--- config.mk ---
export PLATFORM = sky130hd
export DESIGN_NAME = ingress_arbiter_flat
export DESIGN_NICKNAME = d
export VERILOG_FILES = /design/src/rtl/ingress_arbiter_if.sv /design/src/rtl/ingress_arbiter.sv /design/src/flat_wrapper.sv
export SDC_FILE = /design/constraint.sdc
export NUM_CORES = 1
export LEC_CHECK = 0
export CORE_AREA = 2 2 39 41
export CTS_BUF_LIST = sky130_fd_sc_hd__clkbuf_16
export CTS_CLUSTER_DIAMETER = 120
export DETAILED_ROUTE_END_ITERATION = 16
export DIE_AREA = 0 0 41 43
export PLACE_DENSITY = 0.71
export SYNTH_ARGS = -nofsm -noshare
export SYNTH_HDL_FRONTEND = slang
export SYNTH_SLANG_ARGS = --single-unit
--- constraint.sdc ---
create_clock -name clk -period 2.9 [get_ports clk]
set_input_delay 0.58 -clock clk [delete_from_list [all_inputs] [get_ports clk]]
set_output_delay 0.58 -clock clk [all_outputs]
set_load 0.03 [all_outputs]
--- src/rtl/ingress_arbiter_if.sv ---
// Ingress arbiter handshake bundle: per-port requests, transaction
// status in, grant selection and timeout pulse out.
interface ingress_arbiter_if;
   logic       int_valid0;
   logic       int_valid1;
   logic       int_valid2;
   logic       int_valid3;
   logic       trans_started;
   logic       trans_done;
   logic [1:0] ig_sel;
   logic       grant_active;
   logic [3:0] grant_onehot;
   logic       timeout_err;

   modport master (
      output int_valid0, int_valid1, int_valid2, int_valid3,
      output trans_started, trans_done,
      input  ig_sel, grant_active, grant_onehot, timeout_err
   );

   modport slave (
      input  int_valid0, int_valid1, int_valid2, int_valid3,
      input  trans_started, trans_done,
      output ig_sel, grant_active, grant_onehot, timeout_err
   );
endinterface

--- src/rtl/ingress_arbiter.sv ---
// Round-robin 4-port ingress arbiter with back-to-back re-arbitration.
// Define ARB_TIMEOUT_EN to enable forced release after TIMEOUT_CYCLES.
module ingress_arbiter #(
   parameter int TIMEOUT_CYCLES = 64
) (
   input logic         clk,
   input logic         rst,
   ingress_arbiter_if.slave arb
);
   typedef enum logic {IDLE, OWN} state_t;

   state_t     state, state_nx;
   logic [1:0] ig_sel_q, ig_sel_nx;
   logic [1:0] last_grant, last_grant_nx;
   logic [3:0] req;
   logic [1:0] winner;
   logic [1:0] idx;
   logic       any_req;
   logic       abandon;
   logic       timeout_hit;
   logic       release_ev;
   logic       grant_ev;

   assign req = {arb.int_valid3, arb.int_valid2,
                 arb.int_valid1, arb.int_valid0};

   assign abandon = !req[ig_sel_q] && !arb.trans_started;

`ifdef ARB_TIMEOUT_EN
   logic [7:0] hold_cnt, hold_cnt_nx;
   logic       timeout_err_q;

   // trans_done on the limit cycle counts as a normal completion
   assign timeout_hit = (state == OWN) && !arb.trans_done
                     && (hold_cnt == 8'(TIMEOUT_CYCLES - 1));

   always_comb begin
      hold_cnt_nx = hold_cnt;
      if (grant_ev)
         hold_cnt_nx = 8'd0;
      else if (state == OWN && hold_cnt != 8'hff)
         hold_cnt_nx = hold_cnt + 8'd1;
   end

   always_ff @(posedge clk) begin
      if (rst) begin
         hold_cnt      <= 8'd0;
         timeout_err_q <= 1'b0;
      end else begin
         hold_cnt      <= hold_cnt_nx;
         timeout_err_q <= timeout_hit;
      end
   end

   assign arb.timeout_err = timeout_err_q;
`else
   assign timeout_hit     = 1'b0;
   assign arb.timeout_err = 1'b0;
`endif

   // Search starts just past the last winner; offset 4 wraps onto it
   always_comb begin
      winner  = last_grant;
      any_req = 1'b0;
      idx     = last_grant;
      for (int i = 1; i <= 4; i++) begin
         idx = last_grant + 2'(i);
         if (!any_req && req[idx]) begin
            winner  = idx;
            any_req = 1'b1;
         end
      end
   end

   always_comb begin
      state_nx      = state;
      ig_sel_nx     = ig_sel_q;
      last_grant_nx = last_grant;
      grant_ev      = 1'b0;
      release_ev    = 1'b0;
      unique case (state)
         IDLE: begin
            if (any_req) begin
               state_nx = OWN;
               grant_ev = 1'b1;
            end
         end
         OWN: begin
            release_ev = arb.trans_done | abandon | timeout_hit;
            if (release_ev) begin
               if (any_req) grant_ev = 1'b1;
               else         state_nx = IDLE;
            end
         end
      endcase
      if (grant_ev) begin
         ig_sel_nx     = winner;
         last_grant_nx = winner;
      end
   end

   always_ff @(posedge clk) begin
      if (rst) begin
         state      <= IDLE;
         ig_sel_q   <= 2'b00;
         last_grant <= 2'b11;
      end else begin
         state      <= state_nx;
         ig_sel_q   <= ig_sel_nx;
         last_grant <= last_grant_nx;
      end
   end

   assign arb.ig_sel       = ig_sel_q;
   assign arb.grant_active = (state == OWN);
   assign arb.grant_onehot = (state == OWN) ? (4'b0001 << ig_sel_q)
                                            : 4'b0000;
endmodule
--- src/flat_wrapper.sv ---
// flat-port wrapper written by rule: the top's interface ports become plain ports
module ingress_arbiter_flat 
#(
   parameter int TIMEOUT_CYCLES = 64
)
  (clk, rst, arb_int_valid0, arb_int_valid1, arb_int_valid2, arb_int_valid3, arb_trans_started, arb_trans_done, arb_ig_sel, arb_grant_active, arb_grant_onehot, arb_timeout_err);
  ingress_arbiter_if arb_i ();
  input logic clk;
  input logic rst;
  input wire logic [$bits(arb_i.int_valid0)-1:0] arb_int_valid0;
  input wire logic [$bits(arb_i.int_valid1)-1:0] arb_int_valid1;
  input wire logic [$bits(arb_i.int_valid2)-1:0] arb_int_valid2;
  input wire logic [$bits(arb_i.int_valid3)-1:0] arb_int_valid3;
  input wire logic [$bits(arb_i.trans_started)-1:0] arb_trans_started;
  input wire logic [$bits(arb_i.trans_done)-1:0] arb_trans_done;
  output wire logic [$bits(arb_i.ig_sel)-1:0] arb_ig_sel;
  output wire logic [$bits(arb_i.grant_active)-1:0] arb_grant_active;
  output wire logic [$bits(arb_i.grant_onehot)-1:0] arb_grant_onehot;
  output wire logic [$bits(arb_i.timeout_err)-1:0] arb_timeout_err;
  assign arb_i.int_valid0 = arb_int_valid0;
  assign arb_i.int_valid1 = arb_int_valid1;
  assign arb_i.int_valid2 = arb_int_valid2;
  assign arb_i.int_valid3 = arb_int_valid3;
  assign arb_i.trans_started = arb_trans_started;
  assign arb_i.trans_done = arb_trans_done;
  assign arb_ig_sel = arb_i.ig_sel;
  assign arb_grant_active = arb_i.grant_active;
  assign arb_grant_onehot = arb_i.grant_onehot;
  assign arb_timeout_err = arb_i.timeout_err;
  ingress_arbiter #(.TIMEOUT_CYCLES(TIMEOUT_CYCLES)) u_core (.clk(clk), .rst(rst), .arb(arb_i));
endmodule
==> results.txt, run 1 <==
status: finished clean
initial antenna violation count: 0
Fin. Hold Viols: 0
CTS tree: yes
ANT nets after route: 0
TNS Setup: 0 ps
Pleak: 0.249 nW
Synthesized Nets: 57
total congestion overflow: 0
mapped cell area: 427 µm²
critical hold path startpoint: u_core.arb.ig_sel[1]$_SDFFE_PP0P_
headroom to the max-slew limit: 58.9%
post-route cell area: 651 µm²
fraction of the cycle the final worst path needs: 73.5%
Final WS setup: 768 ps
1st-iter DRT viols: 7
area post-placement: 572 µm²
ys flop type: dfxtp_1
area used by multi-input combinational logic: 312 µm²
DP Worst Slack: 716 ps
#FFs+latches synth: 5
CTS Sinks: 5
Layout area overhead: 52.5%
Min-Delay Path Class: reg2reg
die area: 1760 µm²
Yosys warnings: 0
CTS Root Cell: clkbuf_16
Worst Path Buf+Inv: 1
Pwr per Cell Area: 665 nW/µm²
GRT Overall Usage: 13.4%
commonest cells after routing, fill and taps aside: 14 x clkdlybuf4s50_1, 7 x nor2b_1, 6 x nor2_1, 5 x dfxtp_1, 4 x o21ai_0
routability cong.: 0.781
Clock power frac: 51.2%
row count: 14
required time of the critical path: 2320 ps
Cell Chain, Critical Path: and3b_1 -> clkdlybuf4s50_1
switching part of the total: 26.7%
CTS Hold Buffers Added: 0
combinational share of power: 26.1%
commonest non-fill, non-tap cell in the layout: clkdlybuf4s50_1
global-route wire length before repair: 1550 µm
Distinct cells, synth: 26
clock-pin slew on the worst setup and hold paths: 30 ps
Die Width: 41 µm
CTS Buf Count: 3
peak supply drop: 0.529 mV
R2R cell count: 4
# IOs: 16
critical path class: reg2out
Syn Inst Count: 49
RSZ-0062 raised after global routing: no
P_sw: 0.116 mW
number of synthesized flops with an enable pin: 0
WL/cell: 11.1 µm
diode count: 0
final WL: 898 µm
clock tree buffer depth: 2
vias in the first global route: 374
DR DRC count: 0
Worst-Margin Slew: 610 ps
Initial DRT Pass Iterations: 4
Hold EP: u_core.arb.ig_sel[1]$_SDFFE_PP0P_
port buffer count: 14
core area: 1380 µm²
Setup Viol. Count Final: 0
via count: 410
Tmin final: 2130 ps
Worst-Skew Late Latency: 230 ps
stages on the worst setup path: 2
largest net degree at the start of global routing: 9
H-tree levels: 1
vias per inst: 5.06
ys async rst share: 0%
CP startpoint kind: register
Initial Util: 30.8%
Crit Path Max Fanout: 8
Post-CTS Setup Inserts: 0
register area: 100 µm²
cell internal pwr: 0.317 mW
Worst Hold Slack: 577 ps
flop-to-flop setup slack: 1440 ps
sequential share of the synthesized area: 23.5%
Critical R2R Capture: u_core.arb.ig_sel[0]$_SDFFE_PP0P_
Max Clock Skew: 1.76 ps
CP max stage cell: clkdlybuf4s50_1
Reg2Reg Launch Point: u_core.arb.ig_sel[0]$_SDFFE_PP0P_
Crit path max-delay family: buffers and inverters
synthesized area per cell: 8.71 µm²
largest stage delay on the critical path: 660 ps
max cap viols: 0
# fillers: 138
Max Clock Freq: 0.469 GHz
Nets: 74
Seq pwr share: 22.7%
Crit path arrival time: 1550 ps
Setup crit end kind: primary output
fraction of layout cells with a size suffix above 1: 10.8%
height of the die: 43 µm
pins over their slew limit: 0
Hold Path Depth: 2
Post-CTS Resized: 0
[final cells by class]
| type | count | share of cell area [%] |
|---|---|---|
| Clock buffer | 3 | 11.5 |
| Clock inverter | 1 | 0.577 |
| Multi-Input combinational cell | 42 | 47.9 |
| Sequential cell | 5 | 15.4 |
| Tap cell | 16 | 3.08 |
| Timing Repair Buffer | 14 | 21.5 |
[stage by stage]
| step | util, % | power [mW] | cells |
|---|---|---|---|
| after CTS | 47.0 | 0.437 | 81 |
| after global placement | 41.3 | 0.212 | 77 |
| final | 47.0 | 0.433 | 81 |
| after detailed placement | 41.3 | 0.213 | 77 |
| after global routing | 47.0 | 0.457 | 81 |
| after floorplan | - | 0.174 | 49 |
[per-layer routing]
layer  vias to the layer above  track usage, %  part of all wire (%)
li1                        211               -                     -
met1                       191            16.6                    42
met2                         8            18.1                    52
met3                         0            9.42                   6.2
met4                         0            4.00                     0
met5                         -               0                     0
[state kept, by name (all words and copies together), names as in the netlist]
| name | cells |
|---|---|
| u_core.arb.ig_sel | 2 |
| u_core.last_grant | 2 |
| u_core.arb.grant_active | 1 |
[synthesized netlist by cell type (2+ instances only)]
cell type | n | area, µm²
nor2b_1 | 7 | 43.8
nor2_1 | 6 | 22.5
dfxtp_1 | 5 | 100
o21ai_0 | 4 | 20.0
mux2i_1 | 3 | 30.0
a21oi_1 | 2 | 10.0
buf_4 | 2 | 15.0
nand2b_1 | 2 | 12.5
[worst max-delay path by stage]
stage	from	to	slack, ps
after detailed placement	arb_int_valid0	u_core.last_grant[0]$_SDFFE_PP1P_	720
final	u_core.arb.ig_sel[0]$_SDFFE_PP0P_	arb_grant_onehot[1]	770
after CTS	u_core.arb.ig_sel[0]$_SDFFE_PP0P_	arb_grant_onehot[1]	750
after global placement	arb_int_valid3	u_core.last_grant[0]$_SDFFE_PP1P_	720
after global routing	u_core.arb.ig_sel[0]$_SDFFE_PP0P_	arb_grant_onehot[1]	680
after floorplan	u_core.arb.grant_active$_SDFF_PP0_	arb_grant_onehot[0]	1000
[power groups by stage]
stage                     sequential (mW)  combinational (mW)  clock (mW)
final                              0.0984               0.113       0.222
after global placement             0.0991               0.113           0
after detailed placement           0.0990               0.114           0
after CTS                          0.0982               0.114       0.225
after global routing                0.102               0.123       0.232
after floorplan                     0.101              0.0731           0
[cells by family (layout without fill, tap and decap cells)]
group / count (synthesis) / in the layout / synth area share (%)
and+or+nand+nor: 25 / 25 / 37.2
AOI/OAI and AO/OA: 12 / 12 / 22.6
DFF: 5 / 5 / 23.5
muxes: 4 / 4 / 12.3
buffers and inverters: 2 / 18 / 3.52
other: 1 / 1 / 0.879
[worst min-delay path, cell delays in order (launching register included)]
cell and delay (ps):
dfxtp_1 350, o21ai_0 100, a21oi_1 70
Note: power is estimated with default switching activity, not from simulation.
==> run 2, diff against run 1 <==
==> constraint.sdc (replaced) <==
create_clock -name clk -period 2.2 [get_ports clk]
set_input_delay 0.44 -clock clk [delete_from_list [all_inputs] [get_ports clk]]
set_output_delay 0.44 -clock clk [all_outputs]
set_load 0.03 [all_outputs]
==> run 2 against run 1 <==
Clock skew decreased by 0.58 ps. Highest routed layer unchanged. Global-route usage shrank 2.0 points. Sequential power grew 32%. Clock power increased by 31%. Routed wire length down 3.2%. Via count rose by 1.2%. Setup slack got worse by 560 ps. Utilization up 0.54 points.
==> results.txt, run 2 (synthesis gave the netlist of run 1 again) <==
R2R cell count: 4
# IOs: 16
combinational share of power: 26.2%
Cell Chain, Critical Path: and3_1 -> clkdlybuf4s50_1
H-tree levels: 1
Worst Hold Slack: 581 ps
Tmin final: 1990 ps
height of the die: 43 µm
required time of the critical path: 1760 ps
Post-CTS Resized: 0
final WL: 869 µm
RSZ-0062 raised after global routing: no
fraction of layout cells with a size suffix above 1: 12.1%
critical hold path startpoint: u_core.last_grant[1]$_SDFFE_PP1P_
commonest cells after routing, fill and taps aside: 14 x clkdlybuf4s50_1, 7 x nor2b_1, 6 x nor2_1, 5 x dfxtp_1, 4 x o21ai_0
Initial Util: 30.8%
flop-to-flop setup slack: 760 ps
CTS Hold Buffers Added: 0
GRT Overall Usage: 11.4%
Die Width: 41 µm
global-route wire length before repair: 1370 µm
commonest non-fill, non-tap cell in the layout: clkdlybuf4s50_1
Hold EP: u_core.last_grant[1]$_SDFFE_PP1P_
Final Non-Filler Cells: 82
pins over their slew limit: 0
CP max stage cell: clkdlybuf4s50_1
Min-Delay Path Class: reg2reg
Worst Path Buf+Inv: 1
port buffer count: 14
CTS tree: yes
Fin. Hold Viols: 0
max cap viols: 0
1st-iter DRT viols: 2
via count: 415
Clock power frac: 51.0%
P_sw: 0.150 mW
Pwr per Cell Area: 864 nW/µm²
ANT nets after route: 0
Post-CTS Setup Inserts: 0
CTS Root Cell: clkbuf_16
fin util: 47.6%
Pleak: 0.255 nW
Hold Path Depth: 2
diode count: 0
status: finished clean
Reg2Reg Launch Point: u_core.arb.ig_sel[0]$_SDFFE_PP0P_
WL/cell: 10.6 µm
Crit Path Max Fanout: 8
critical path class: reg2out
placed cells: 78
DR DRC count: 0
Layout area overhead: 54.3%
clock tree buffer depth: 2
Critical R2R Capture: u_core.last_grant[1]$_SDFFE_PP1P_
peak supply drop: 0.604 mV
Crit path max-delay family: buffers and inverters
Crit path arrival time: 1550 ps
Nets: 75
CTS Sinks: 5
CP startpoint kind: register
row count: 14
core area: 1380 µm²
Seq pwr share: 22.8%
Max Clock Freq: 0.502 GHz
switching part of the total: 26.4%
TNS Setup: 0 ps
# fillers: 132
cell internal pwr: 0.419 mW
largest net degree at the start of global routing: 9
Worst-Skew Late Latency: 220 ps
CTS Buf Count: 3
Max Clock Skew: 1.19 ps
vias per inst: 5.06
fraction of the cycle the final worst path needs: 90.6%
die area: 1760 µm²
vias in the first global route: 339
Setup Viol. Count Final: 0
DP Worst Slack: 126 ps
Setup crit end kind: primary output
clock-pin slew on the worst setup and hold paths: 30 ps
largest stage delay on the critical path: 660 ps
initial antenna violation count: 0
Initial DRT Pass Iterations: 2
Final WS setup: 207 ps
routability cong.: 0.767
total congestion overflow: 0
## run 2: layer usage
layer | vias to the layer above | GRT usage (%) | part of all wire (%)
li1 | 213 | - | -
met3 | 0 | 7.85 | 3.1
met4 | 0 | 0 | 0
met1 | 197 | 13.3 | 44
met2 | 5 | 17.8 | 53
met5 | - | 0 | 0
## run 2: worst register-to-register path: cells and delay by family, from the launching register on
kind            cells  cell delay [ps]
compound gates      2              600
flops               1              470
mux                 1              170
simple gates        1               80
## run 2: final cells by class
type / instances / area (µm²) / area share [%]
multi-input combinational: 42 / 312 / 47.3
clock inverter: 1 / 3.75 / 0.570
clock buffer: 3 / 75.1 / 11.4
timing repair buffer: 15 / 148 / 22.4
sequential: 5 / 100 / 15.2
tap: 16 / 20.0 / 3.04
## run 2: worst max path at each step
stage | startpoint | end | slack (ps) | depth (start not counted)
finish | u_core.arb.ig_sel[0]$_SDFFE_PP0P_ | arb_grant_onehot[3] | 210 | 2
global route | u_core.arb.ig_sel[0]$_SDFFE_PP0P_ | arb_grant_onehot[1] | 130 | 2
CTS | u_core.arb.ig_sel[0]$_SDFFE_PP0P_ | arb_grant_onehot[1] | 190 | 2
detailed placement | arb_int_valid0 | u_core.last_grant[0]$_SDFFE_PP1P_ | 130 | 5
global placement | arb_int_valid3 | u_core.last_grant[0]$_SDFFE_PP1P_ | 150 | 5
floorplan | u_core.arb.grant_active$_SDFF_PP0_ | arb_grant_onehot[0] | 440 | 1
## run 2: power groups by stage
stage	clock [mW]	combinational, mW	sequential [mW]
2_1_floorplan	0	0.0963	0.133
3_3_place_gp	0	0.149	0.131
3_5_place_dp	0	0.150	0.131
4_1_cts	0.297	0.150	0.130
5_1_grt	0.307	0.161	0.133
6_report	0.290	0.149	0.130
## run 2: per-stage QoR
step                total power, mW  cell area (µm²)
CTS                           0.577              658
detailed placement            0.281              579
global route                  0.600              658
global placement              0.280              579
floorplan                     0.230              427
finish                        0.569              658
==> run 3, diff against run 2 <==
--- a/config.mk
+++ b/config.mk
@@ -6,7 +6,6 @@
 export NUM_CORES = 1
 export LEC_CHECK = 0
 export CORE_AREA = 2 2 39 41
-export CTS_BUF_LIST = sky130_fd_sc_hd__clkbuf_16
 export CTS_CLUSTER_DIAMETER = 120
 export DETAILED_ROUTE_END_ITERATION = 16
 export DIE_AREA = 0 0 41 43
==> run 3 against run 2 <==
Clock skew up 1.9 ps. Power fell by 33%. Count of clock-buffer cells in the layout up 1. Largest cell class unchanged. Highest routed layer unchanged.
==> results.txt, run 3 (synthesis gave the netlist of run 1 again) <==
status: finished clean
Crit Path Max Fanout: 8
die area: 1760 µm²
Layout area overhead: 41.9%
Min-Delay Path Class: reg2reg
Critical R2R Capture: u_core.arb.ig_sel[0]$_SDFFE_PP0P_
Worst-Skew Late Latency: 240 ps
vias in the first global route: 346
Final WS setup: 189 ps
Max Clock Freq: 0.497 GHz
H-tree levels: 1
critical path class: reg2out
initial antenna violation count: 0
CTS Root Cell: clkbuf_4
Hold EP: u_core.arb.ig_sel[1]$_SDFFE_PP0P_
vias per inst: 5.09
flop-to-flop setup slack: 760 ps
CTS Sinks: 5
R2R cell count: 4
Reg2Reg Launch Point: u_core.arb.ig_sel[0]$_SDFFE_PP0P_
CTS tree: yes
height of the die: 43 µm
total congestion overflow: 0
Initial Util: 30.8%
CTS Hold Buffers Added: 0
commonest cells after routing, fill and taps aside: 14 x clkdlybuf4s50_1, 7 x nor2b_1, 6 x nor2_1, 5 x dfxtp_1, 4 x o21ai_0
Pwr per Cell Area: 631 nW/µm²
routability cong.: 0.767
required time of the critical path: 1760 ps
via count: 417
row count: 14
DP Worst Slack: 126 ps
final WL: 843 µm
DR DRC count: 0
1st-iter DRT viols: 2
fraction of layout cells with a size suffix above 1: 12.1%
fraction of the cycle the final worst path needs: 91.4%
register area: 100 µm²
Pleak: 0.227 nW
commonest non-fill, non-tap cell in the layout: clkdlybuf4s50_1
GRT Overall Usage: 10.8%
# IOs: 16
Max Clock Skew: 3.11 ps
pins over their slew limit: 0
Die Width: 41 µm
Post-CTS Setup Inserts: 0
WL/cell: 10.3 µm
largest net degree at the start of global routing: 9
Setup Viol. Count Final: 0
Nets: 75
ANT nets after route: 0
Crit path arrival time: 1570 ps
global-route wire length before repair: 1330 µm
CTS Buf Count: 3
diode count: 0
Worst Setup SP: u_core.arb.ig_sel[0]$_SDFFE_PP0P_
Tmin final: 2010 ps
max cap viols: 0
area used by multi-input combinational logic: 312 µm²
Post-CTS Resized: 0
peak supply drop: 0.426 mV
RSZ-0062 raised after global routing: no
critical hold path startpoint: u_core.arb.ig_sel[1]$_SDFFE_PP0P_
core area: 1380 µm²
Initial DRT Pass Iterations: 3
Hold Path Depth: 2
clock tree buffer depth: 2
Setup crit end kind: primary output
port buffer count: 14
CP startpoint kind: register
clock-pin slew on the worst setup and hold paths: 40 ps
# fillers: 138
TNS Setup: 0 ps
Fin. Hold Viols: 0
-- run 3: critical path: stages, from the launching register on --
cell and delay (ps):
dfxtp_1 470, and3_1 200, clkdlybuf4s50_1 660
-- run 3: per-layer routing --
metal  vias to the layer above  global-route usage [%]  wire [µm]
met2                         5                    17.5        440
met1                       196                    12.7        377
met4                         0                       0          0
met5                         -                       0          0
li1                        216                       -          -
met3                         0                    6.28         25
-- run 3: layout make-up --
cell class / instances / share of cell area [%]
clock buffers: 4 / 4.34
well taps: 16 / 3.31
multi-input cells: 42 / 51.4
repair buffers: 15 / 24.4
flip-flops and latches: 5 / 16.5
-- run 3: power breakdown --
group	switching [mW]	internal, mW
combinational	0.0705	0.0786
sequential	0.0242	0.105
clock	0.0355	0.0684
-- run 3: how the worst max path moves through the flow --
| stage | end | slack, ps | cells past startpoint |
|---|---|---|---|
| 6_report | arb_grant_onehot[3] | 190 | 2 |
| 5_1_grt | arb_grant_onehot[1] | 100 | 2 |
| 4_1_cts | arb_grant_onehot[1] | 170 | 2 |
| 3_5_place_dp | u_core.last_grant[0]$_SDFFE_PP1P_ | 130 | 5 |
| 3_3_place_gp | u_core.last_grant[0]$_SDFFE_PP1P_ | 150 | 5 |
| 2_1_floorplan | arb_grant_onehot[0] | 440 | 1 |
-- run 3: through the flow --
step           area (µm²)  util, %  power (mW)  instances  hold WS, ps
3_5_place_dp          579     41.9       0.281         78          561
6_report              606     43.8       0.382         82          571
3_3_place_gp          579     41.9       0.280         78          557
2_1_floorplan         427        -       0.230         49          509
4_1_cts               606     43.8       0.388         82          572
5_1_grt               606     43.8       0.410         82          630
